**src/rtl/if_fetch_unit_pkg.sv**
```systemverilog
// Shared definitions for the instruction-fetch stage: pause levels, bus widths, FSM states.
package if_fetch_unit_pkg;

  localparam logic PAUSE_ENABLE  = 1'b1;
  localparam logic PAUSE_DISABLE = 1'b0;

  localparam int IF_ADDR_WIDTH = 16;
  localparam int IF_INST_WIDTH = 16;

  typedef enum logic [1:0] {
    FETCH_IDLE = 2'd0,
    FETCH_REQ  = 2'd1,
    FETCH_KILL = 2'd2
  } fetch_state_e;

endpackage

```
**src/rtl/if_fetch_unit_fetch_buffer.sv**
```systemverilog
// Two-entry instruction FIFO feeding IF/ID; slot0 is always the head so outputs come straight from flops.
module fetch_buffer
  import if_fetch_unit_pkg::*;
#(
  parameter int ADDR_WIDTH = IF_ADDR_WIDTH,
  parameter int INST_WIDTH = IF_INST_WIDTH
) (
  input  logic                  clk,
  input  logic                  rst_n,
  input  logic                  push,
  input  logic [ADDR_WIDTH-1:0] push_pc,
  input  logic [INST_WIDTH-1:0] push_inst,
  input  logic                  pop,
  input  logic                  flush,
  output logic [1:0]            count,
  output logic                  head_vld,
  output logic [ADDR_WIDTH-1:0] head_pc,
  output logic [INST_WIDTH-1:0] head_inst
);

  logic [1:0]            count_q, count_d;
  logic [ADDR_WIDTH-1:0] slot0_pc_q, slot0_pc_d, slot1_pc_q, slot1_pc_d;
  logic [INST_WIDTH-1:0] slot0_inst_q, slot0_inst_d, slot1_inst_q, slot1_inst_d;
  logic                  do_pop;

  assign do_pop = pop && (count_q != 2'd0);

  always_comb begin
    count_d      = count_q;
    slot0_pc_d   = slot0_pc_q;
    slot0_inst_d = slot0_inst_q;
    slot1_pc_d   = slot1_pc_q;
    slot1_inst_d = slot1_inst_q;
    if (flush) begin
      count_d = 2'd0;
    end else begin
      unique case ({push, do_pop})
        2'b10: begin
          if (count_q == 2'd0) begin
            slot0_pc_d   = push_pc;
            slot0_inst_d = push_inst;
          end else begin
            slot1_pc_d   = push_pc;
            slot1_inst_d = push_inst;
          end
          count_d = count_q + 2'd1;
        end
        2'b01: begin
          slot0_pc_d   = slot1_pc_q;
          slot0_inst_d = slot1_inst_q;
          count_d      = count_q - 2'd1;
        end
        2'b11: begin
          // Occupancy unchanged: new entry lands behind whatever survives the pop.
          if (count_q == 2'd2) begin
            slot0_pc_d   = slot1_pc_q;
            slot0_inst_d = slot1_inst_q;
            slot1_pc_d   = push_pc;
            slot1_inst_d = push_inst;
          end else begin
            slot0_pc_d   = push_pc;
            slot0_inst_d = push_inst;
          end
        end
        default: ;
      endcase
    end
  end

  always_ff @(posedge clk or negedge rst_n) begin
    if (!rst_n) begin
      count_q      <= 2'd0;
      slot0_pc_q   <= '0;
      slot0_inst_q <= '0;
      slot1_pc_q   <= '0;
      slot1_inst_q <= '0;
    end else begin
      count_q      <= count_d;
      slot0_pc_q   <= slot0_pc_d;
      slot0_inst_q <= slot0_inst_d;
      slot1_pc_q   <= slot1_pc_d;
      slot1_inst_q <= slot1_inst_d;
    end
  end

  assign count     = count_q;
  assign head_vld  = (count_q != 2'd0);
  assign head_pc   = slot0_pc_q;
  assign head_inst = slot0_inst_q;

endmodule

```
**src/rtl/if_fetch_unit.sv**
```systemverilog
// Instruction-fetch stage: PC, req/ack handshake to instruction memory, 2-deep buffer toward IF/ID.
// Redirects flush the buffer; an in-flight request is tracked in KILL so its ack is dropped.
module if_fetch_unit
  import if_fetch_unit_pkg::*;
#(
  parameter int                  ADDR_WIDTH = IF_ADDR_WIDTH,
  parameter int                  INST_WIDTH = IF_INST_WIDTH,
  parameter logic [ADDR_WIDTH-1:0] RESET_PC = '0
) (
  input  logic                  clk,
  input  logic                  rst_n,
  input  logic                  pc_pause,
  input  logic                  if_id_pause,
  input  logic                  branch_en,
  input  logic [ADDR_WIDTH-1:0] branch_target,
  output logic                  imem_req,
  output logic [ADDR_WIDTH-1:0] imem_addr,
  input  logic                  imem_ack,
  input  logic [INST_WIDTH-1:0] imem_rdata,
  output logic                  if_valid,
  output logic [INST_WIDTH-1:0] if_inst,
  output logic [ADDR_WIDTH-1:0] if_pc
);

  fetch_state_e          state_q, state_d;
  logic [ADDR_WIDTH-1:0] pc_q, pc_d, pc_inc;
  logic [ADDR_WIDTH-1:0] req_addr_q, req_addr_d;
  logic [1:0]            buf_count, remain;
  logic                  consume, push, pop, fetch_ok;

  assign pc_inc   = pc_q + ADDR_WIDTH'(1);
  assign consume  = if_valid && (if_id_pause != PAUSE_ENABLE);
  assign pop      = consume && !branch_en;
  assign remain   = buf_count - {1'b0, consume};
  assign fetch_ok = (pc_pause == PAUSE_DISABLE);

  always_comb begin
    state_d    = state_q;
    pc_d       = pc_q;
    req_addr_d = req_addr_q;
    push       = 1'b0;
    unique case (state_q)
      FETCH_IDLE: begin
        if (branch_en) begin
          pc_d = branch_target;
        end else if (fetch_ok && (buf_count != 2'd2)) begin
          req_addr_d = pc_q;
          state_d    = FETCH_REQ;
        end
      end
      FETCH_REQ: begin
        if (imem_ack) begin
          if (branch_en) begin
            pc_d    = branch_target;
            state_d = FETCH_IDLE;
          end else begin
            push = 1'b1;
            pc_d = pc_inc;
            // Chain only when the buffer will hold just this word, so the next ack always has room.
            if (fetch_ok && (remain == 2'd0)) begin
              req_addr_d = pc_inc;
            end else begin
              state_d = FETCH_IDLE;
            end
          end
        end else if (branch_en) begin
          pc_d    = branch_target;
          state_d = FETCH_KILL;
        end
      end
      FETCH_KILL: begin
        if (branch_en) begin
          pc_d = branch_target;
        end
        if (imem_ack) begin
          state_d = FETCH_IDLE;
        end
      end
      default: state_d = FETCH_IDLE;
    endcase
  end

  always_ff @(posedge clk or negedge rst_n) begin
    if (!rst_n) begin
      state_q    <= FETCH_IDLE;
      pc_q       <= RESET_PC;
      req_addr_q <= '0;
    end else begin
      state_q    <= state_d;
      pc_q       <= pc_d;
      req_addr_q <= req_addr_d;
    end
  end

  assign imem_req  = (state_q != FETCH_IDLE);
  assign imem_addr = req_addr_q;

  fetch_buffer #(
    .ADDR_WIDTH (ADDR_WIDTH),
    .INST_WIDTH (INST_WIDTH)
  ) u_fetch_buffer (
    .clk       (clk),
    .rst_n     (rst_n),
    .push      (push),
    .push_pc   (req_addr_q),
    .push_inst (imem_rdata),
    .pop       (pop),
    .flush     (branch_en),
    .count     (buf_count),
    .head_vld  (if_valid),
    .head_pc   (if_pc),
    .head_inst (if_inst)
  );

endmodule

```
**config.mk**
```make
export PLATFORM = sky130hd
export DESIGN_NAME = if_fetch_unit
export DESIGN_NICKNAME = d
export VERILOG_FILES = /design/src/rtl/if_fetch_unit_pkg.sv /design/src/rtl/if_fetch_unit_fetch_buffer.sv /design/src/rtl/if_fetch_unit.sv
export SDC_FILE = /design/constraint.sdc
export NUM_CORES = 1
export LEC_CHECK = 0
export CAP_MARGIN = 20
export CORE_ASPECT_RATIO = 1.75
export CORE_MARGIN = 2
export CORE_UTILIZATION = 25
export DETAILED_ROUTE_END_ITERATION = 8
export GPL_TIMING_DRIVEN = 0
export MAX_ROUTING_LAYER = met4
export PLACE_DENSITY = 0.52
export SYNTH_ARGS = -nofsm -noshare
export SYNTH_HDL_FRONTEND = slang
export SYNTH_SLANG_ARGS = --single-unit
```
**constraint.sdc**
```tcl
create_clock -name clk -period 4.3 [get_ports clk]
set_clock_uncertainty 0.05 [all_clocks]
set_input_delay 0.645 -clock clk [delete_from_list [all_inputs] [get_ports clk]]
set_output_delay 0.645 -clock clk [all_outputs]
set_load 0.05 [all_outputs]
```
---- Yosys cells after proc, flatten, opt, wreduce, memory -nomap -nowiden ----
Index checks and enable logic that the tools add are counted.
cells by class
  reductions and logical operators ........ 21
  bitwise logic cells ..................... 3
  multiply operators ...................... 0
  muxes and demuxes ....................... 35
  equal/unequal tests ..................... 18
  magnitude comparators ................... 0
  divide/modulo/power cells ............... 0
  shift-type cells ........................ 0
  add/sub/neg operators ................... 4
operators with widths
  kind                                                   number
  two-way mux 16 bit                                     16
  case mux 16 bit (2 select lines)                       4
  case mux 16 bit (3 select lines)                       2
  adder 16 x 1 -> 16 bit, second input constant          1
  two-way mux 2 bit                                      8
  inequality test 2 bit, second input constant           8
  nonzero test 2 bit                                     5
  == test 2 bit, second input constant                   4
  zero test 2 bit                                        3
  inequality test 3 bit, second input constant           2
  case mux 2 bit (3 select lines)                        1
  AND reduction 6 bit                                    1
  nonzero test 3 bit                                     2
  logical AND 1 bit                                      5
  AND reduction 5 bit                                    1
  == test 2 x 1 -> 1 bit, second input constant          2
  inequality test 2 x 1 -> 1 bit, second input constant  2
  case mux 2 bit (2 select lines)                        1
  AND reduction 4 bit                                    1
  two-way mux 1 bit                                      3
  NOT 1 bit                                              3
  AND reduction 3 bit                                    1
  adder 2 x 1 -> 2 bit, second input constant            1
  OR reduction 2 bit                                     1
  3 further kinds                                        3
word-level totals
  ROM bits ................................ 0
  bits in writable memories ............... 0
  input bits .............................. 38
  bits in latches ......................... 0
  output and inout bits ................... 50
  register bits ........................... 100
  memories kept ........................... 0
  logic and storage cells ................. 89

---- Longest topological paths before layout ----
  word-level depth ........................ 9
  mapped depth ............................ 8
  gate-level depth less buffers ........... 5

---- Hierarchy ----
A second synthesis with hierarchy kept.
second synthesis, totals
  cell total of the unflattened synthesis .. 484
  area total of the unflattened synthesis .. 5310.1 um^2
by module, submodules not included
  module         cells each  times used  seq. area each (um^2)  area each (um^2)
  fetch_buffer   277         1           1651.6                 3210.6
  if_fetch_unit  207         1           850.8                  2099.5

---- Worst setup path after synthesis ----
OpenSTA, ideal clock, no wires.
  path kind ............................... input -> register
  from .................................... in if_id_pause
  to ...................................... reg req_addr_q[2], in the netlist imem_addr[2]
  setup time .............................. 0.128 ns
  slack ................................... 2.213 ns
  arrival time ............................ 1.910 ns
  stages on the path ...................... 6
  buffers on the path ..................... 2
  path through ............................ clkbuf_1 a211o_1 o22ai_2 and2_1 buf_2 mux2_1
between the ends
  cells in the longest elaborated chain, start to end .. 7
ends and longest elaborated chain
  item                                    RTL line             RTL
  from (decl)                             if_fetch_unit.sv:13  input logic if_id_pause,
  NOT 1 bit                               if_fetch_unit.sv:32  assign consume = if_valid && (if_id_pause != PAUSE_ENABLE);
  logical AND 1 bit                       if_fetch_unit.sv:32
  subtractor 2 x 1 -> 2 bit               if_fetch_unit.sv:34  assign remain = buf_count - {1'b0, consume};
  zero test 2 bit                         if_fetch_unit.sv:60  if (fetch_ok && (remain == 2'd0)) begin
  logical AND 1 bit                       if_fetch_unit.sv:60
  inequality test 2 bit (no source line)  -
  AND reduction 6 bit (no source line)    -
  to (signal assigned)                    if_fetch_unit.sv:91  req_addr_q <= req_addr_d;
  to (decl)                               if_fetch_unit.sv:27  logic [ADDR_WIDTH-1:0] req_addr_q, req_addr_d;
No other way between the ends.
A chain may end at the register's enable or synchronous reset.

---- Worst setup path in the final report ----
  from .................................... reg state_q[0]
  to ...................................... out imem_req
between the ends
  cells in the longest elaborated chain, start to end .. 1
ends and longest elaborated chain
  item                    RTL line             RTL
  from (decl)             if_fetch_unit.sv:25  fetch_state_e state_q, state_d;
  from (signal assigned)  if_fetch_unit.sv:89  state_q <= state_d;
  nonzero test 2 bit      if_fetch_unit.sv:95  assign imem_req = (state_q != FETCH_IDLE);
  to (decl)               if_fetch_unit.sv:16  output logic imem_req,
No other way between the ends.

==> flow_metrics.py <==
metrics = {
    "sta": {
        "fin_crit_ns": 3.10,
        "max-slew-margin-rel": 0.499,
        "fin_crit_sh": 0.722,
        "worst_pin_slew_ns": 0.745,
        "hold_viol_final": 0,
        "final-max-slew-violation-count": 0,
        "tns_ns": 0,
        "finalSetupViolations": 0,
        "layout_setup_ws_ns": 1.20,
        "max_freq_mhz": 322,
        "rsz0062_at_grt": "false",
    },
    "global_route": {
        "grt_pass1_vias": 4224,
        "overflow": 0,
        "antenna_found_initial": 0,
        "grt_pass1_wl_um": 23000,
        "track_usage": 0.139,
        "grt_max_degree": 69,
    },
    "pwr": {
        "sw_frac_of_total": 0.434,
        "clkPwrFrac": 0.207,
        "p_seq_frac": 0.360,
        "leakage_uw": 0.00287,
        "pwr-share-comb": 0.433,
        "power.density_nw_per_um2": 600,
        "ir_worst_vdd_v": 0.000294,
        "p_sw_uw": 1700,
        "p_int_uw": 2220,
    },
    "critical_path": {
        "worstPathArrival_ns": 2.41,
        "crit_start": "state_q[0]",
        "rrSetupSlack_ns": 2.01,
        "cp-start-kind": "flip-flop",
        "path_class": "flip-flop to primary output",
        "rr_worst_depth": 5,
        "crit_path_end_kind": "primary output",
        "worstReg2RegStart": "pc_q[0]",
        "worstPathRequired_ns": 3.61,
        "endpoint": "imem_req",
        "regToRegEndpoint": "pc_q[14]",
        "worst-path-max-fanout": 10,
    },
    "synthesis": {
        "yosysSeqAreaShare": 0.495,
        "synthTopCellsByCount": "dfrtp_1 (100), a21oi_1 (73), nor2_1 (48), mux2i_1 (35), mux2_2 (32)",
        "syn-mean-instance-area_um2": 10.4,
        "netlist_top_cells_area": "dfrtp_1 (50%), a21oi_1 (7.2%), mux2_2 (7.1%), mux2i_1 (6.9%), nor2_1 (3.6%)",
        "synth.top_cell.area_share": 0.495,
        "yosysTopAreaCell": "dfrtp_1",
        "netlist_instances": 487,
        "ys_ff_latch": 100,
        "yosysMostFrequentCell": "dfrtp_1",
        "syn-num-nets": 526,
        "yosysUniqueCellTypes": 57,
        "yosysWarnings": 0,
        "async_flop_share": 1.00,
        "synth_edf_count": 0,
        "synth_ff_type": "dfrtp_1",
        "netlist_area_um2": 5050,
    },
    "cts": {
        "numCtsBuffers": 9,
        "cts_root_buf": "clkbuf_16",
        "post_cts_buffers": 0,
        "clock_path_buffers": 2,
        "clock-sinks": 100,
        "clk-insertion-delay-late_ns": 0.34,
        "path_clk_slew_ns": 0.08,
        "cts.repair.resized": 0,
        "cts_tree": "built",
        "hold_buffers": 0,
        "h-tree-depth": 3,
    },
    "layout": {
        "antenna_cells": 0,
        "drive_gt1_frac": 0.154,
        "area_delta_synth_final_pct": 29.4,
        "fill_cells": 2086,
        "multiInputGateArea_um2": 2290,
        "final_nets": 623,
        "ff_latch_area_um2": 2500,
        "stdcell_area_um2": 6540,
        "instances_no_fill": 834,
        "final_util": 0.331,
    },
    "placed_design": {
        "place_ws_ns": 1.45,
        "placed_cell_area_um2": 6230,
        "gp_congestion": 0.846,
        "dp.cells": 818,
        "dp_hpwl_um": 10800,
        "io_buffers": 85,
    },
    "run_status": {
        "status": "finished, final reports clean",
    },
    "routing": {
        "wire_per_inst_um": 16.9,
        "drt_iter0_drc": 168,
        "vias": 4011,
        "totalWireLength_um": 14100,
        "route.detailed.drc": 0,
        "drt-vias-per-instance": 4.81,
        "dr.pass1.iters": 5,
        "drtAntennaViolNets": 0,
    },
    "floorplanning": {
        "dieArea_um2": 21400,
        "row_count": 68,
        "core_area_um2": 19700,
        "initial_utilization": 0.256,
        "dieWidth_um": 111,
        "fp.dieH_um": 192,
        "io-pin-count": 88,
    },
    "flow_run": {
        "maxCapViolations": 0,
    },
    "min_path": {
        "hold_path_class": "input pin to async pin",
    },
}
-- critical path: stages (launching register included) --
cell	delay (ns)
dfrtp_1	0.40
buf_2	0.26
buf_1	0.42
or2_2	0.20
clkdlybuf4s50_1	0.80
-- final cells by class --
cell class                      count  area share
Buffer                             41      0.0354
Clock buffer                        9      0.0344
Clock inverter                      7      0.0121
Inverter                            6     0.00344
Multi-Input combinational cell    340       0.351
Sequential cell                   100       0.383
Tap cell                          245      0.0469
Timing Repair Buffer               86       0.134
-- power groups by stage --
stage	registers [uW]	clock network, uW	logic [uW]
after floorplan	2060	0	448
after global placement	1420	0	1700
after detailed placement	1440	0	1710
after CTS	1420	840	1710
after global routing	1450	879	1800
final	1410	813	1700
-- cells in the final DEF (no fill, tap or decap), drive strengths merged, types with 15 or more instances in the layout --
master / n
clkdlybuf4s50: 84
nand2: 18
mux2i: 35
o22ai: 15
nor2: 49
xnor2: 16
mux2: 34
buf: 33
clkbuf: 19
a21oi: 73
dfrtp: 100
-- logic make-up (layout without fill, tap and decap cells) --
logic type,after synthesis,in the layout,synth area share
and+or+nand+nor,128,128,0.132
DFF,100,100,0.495
xor gates and xnor gates,18,18,0.0312
AOI/OAI and AO/OA,124,124,0.144
adders and majority gates,1,1,0.00248
muxes,69,69,0.145
buffers and inverters,47,149,0.0503
-- registers in the layout, summed over array words and instances, names as in the netlist --
register                     count
u_fetch_buffer.slot1_pc_q       16
state_q                          2
u_fetch_buffer.head_inst        16
pc_q                            16
imem_addr                       16
u_fetch_buffer.count             2
u_fetch_buffer.head_pc          16
u_fetch_buffer.slot1_inst_q     16
-- layer usage --
layer / track usage / share of wire
met5: - / 0
met4: 0.0556 / 0.029
met3: 0.0208 / 0.031
met2: 0.249 / 0.54
met1: 0.155 / 0.40
-- how the worst min path moves through the flow --
| stage | slack (ns) | endpoint | cells after the start |
|---|---|---|---|
| finish | 0.19 | pc_q[7] | 1 |
| global route | 0.23 | pc_q[7] | 1 |
| CTS | 0.21 | pc_q[7] | 1 |
| detailed placement | 0.44 | u_fetch_buffer.slot1_inst_q[4] | 1 |
| global placement | 0.44 | u_fetch_buffer.slot1_pc_q[12] | 1 |
| floorplan | 0.30 | imem_addr[0] | 0 |
-- metrics by stage --
stage | total power [uW] | hold slack [ns]
after floorplan | 2500 | 0.299
after global placement | 3120 | 0.438
after detailed placement | 3140 | 0.444
after CTS | 3970 | 0.209
after global routing | 4140 | 0.226
final | 3920 | 0.194
Note: power is estimated with default switching activity, not from simulation.
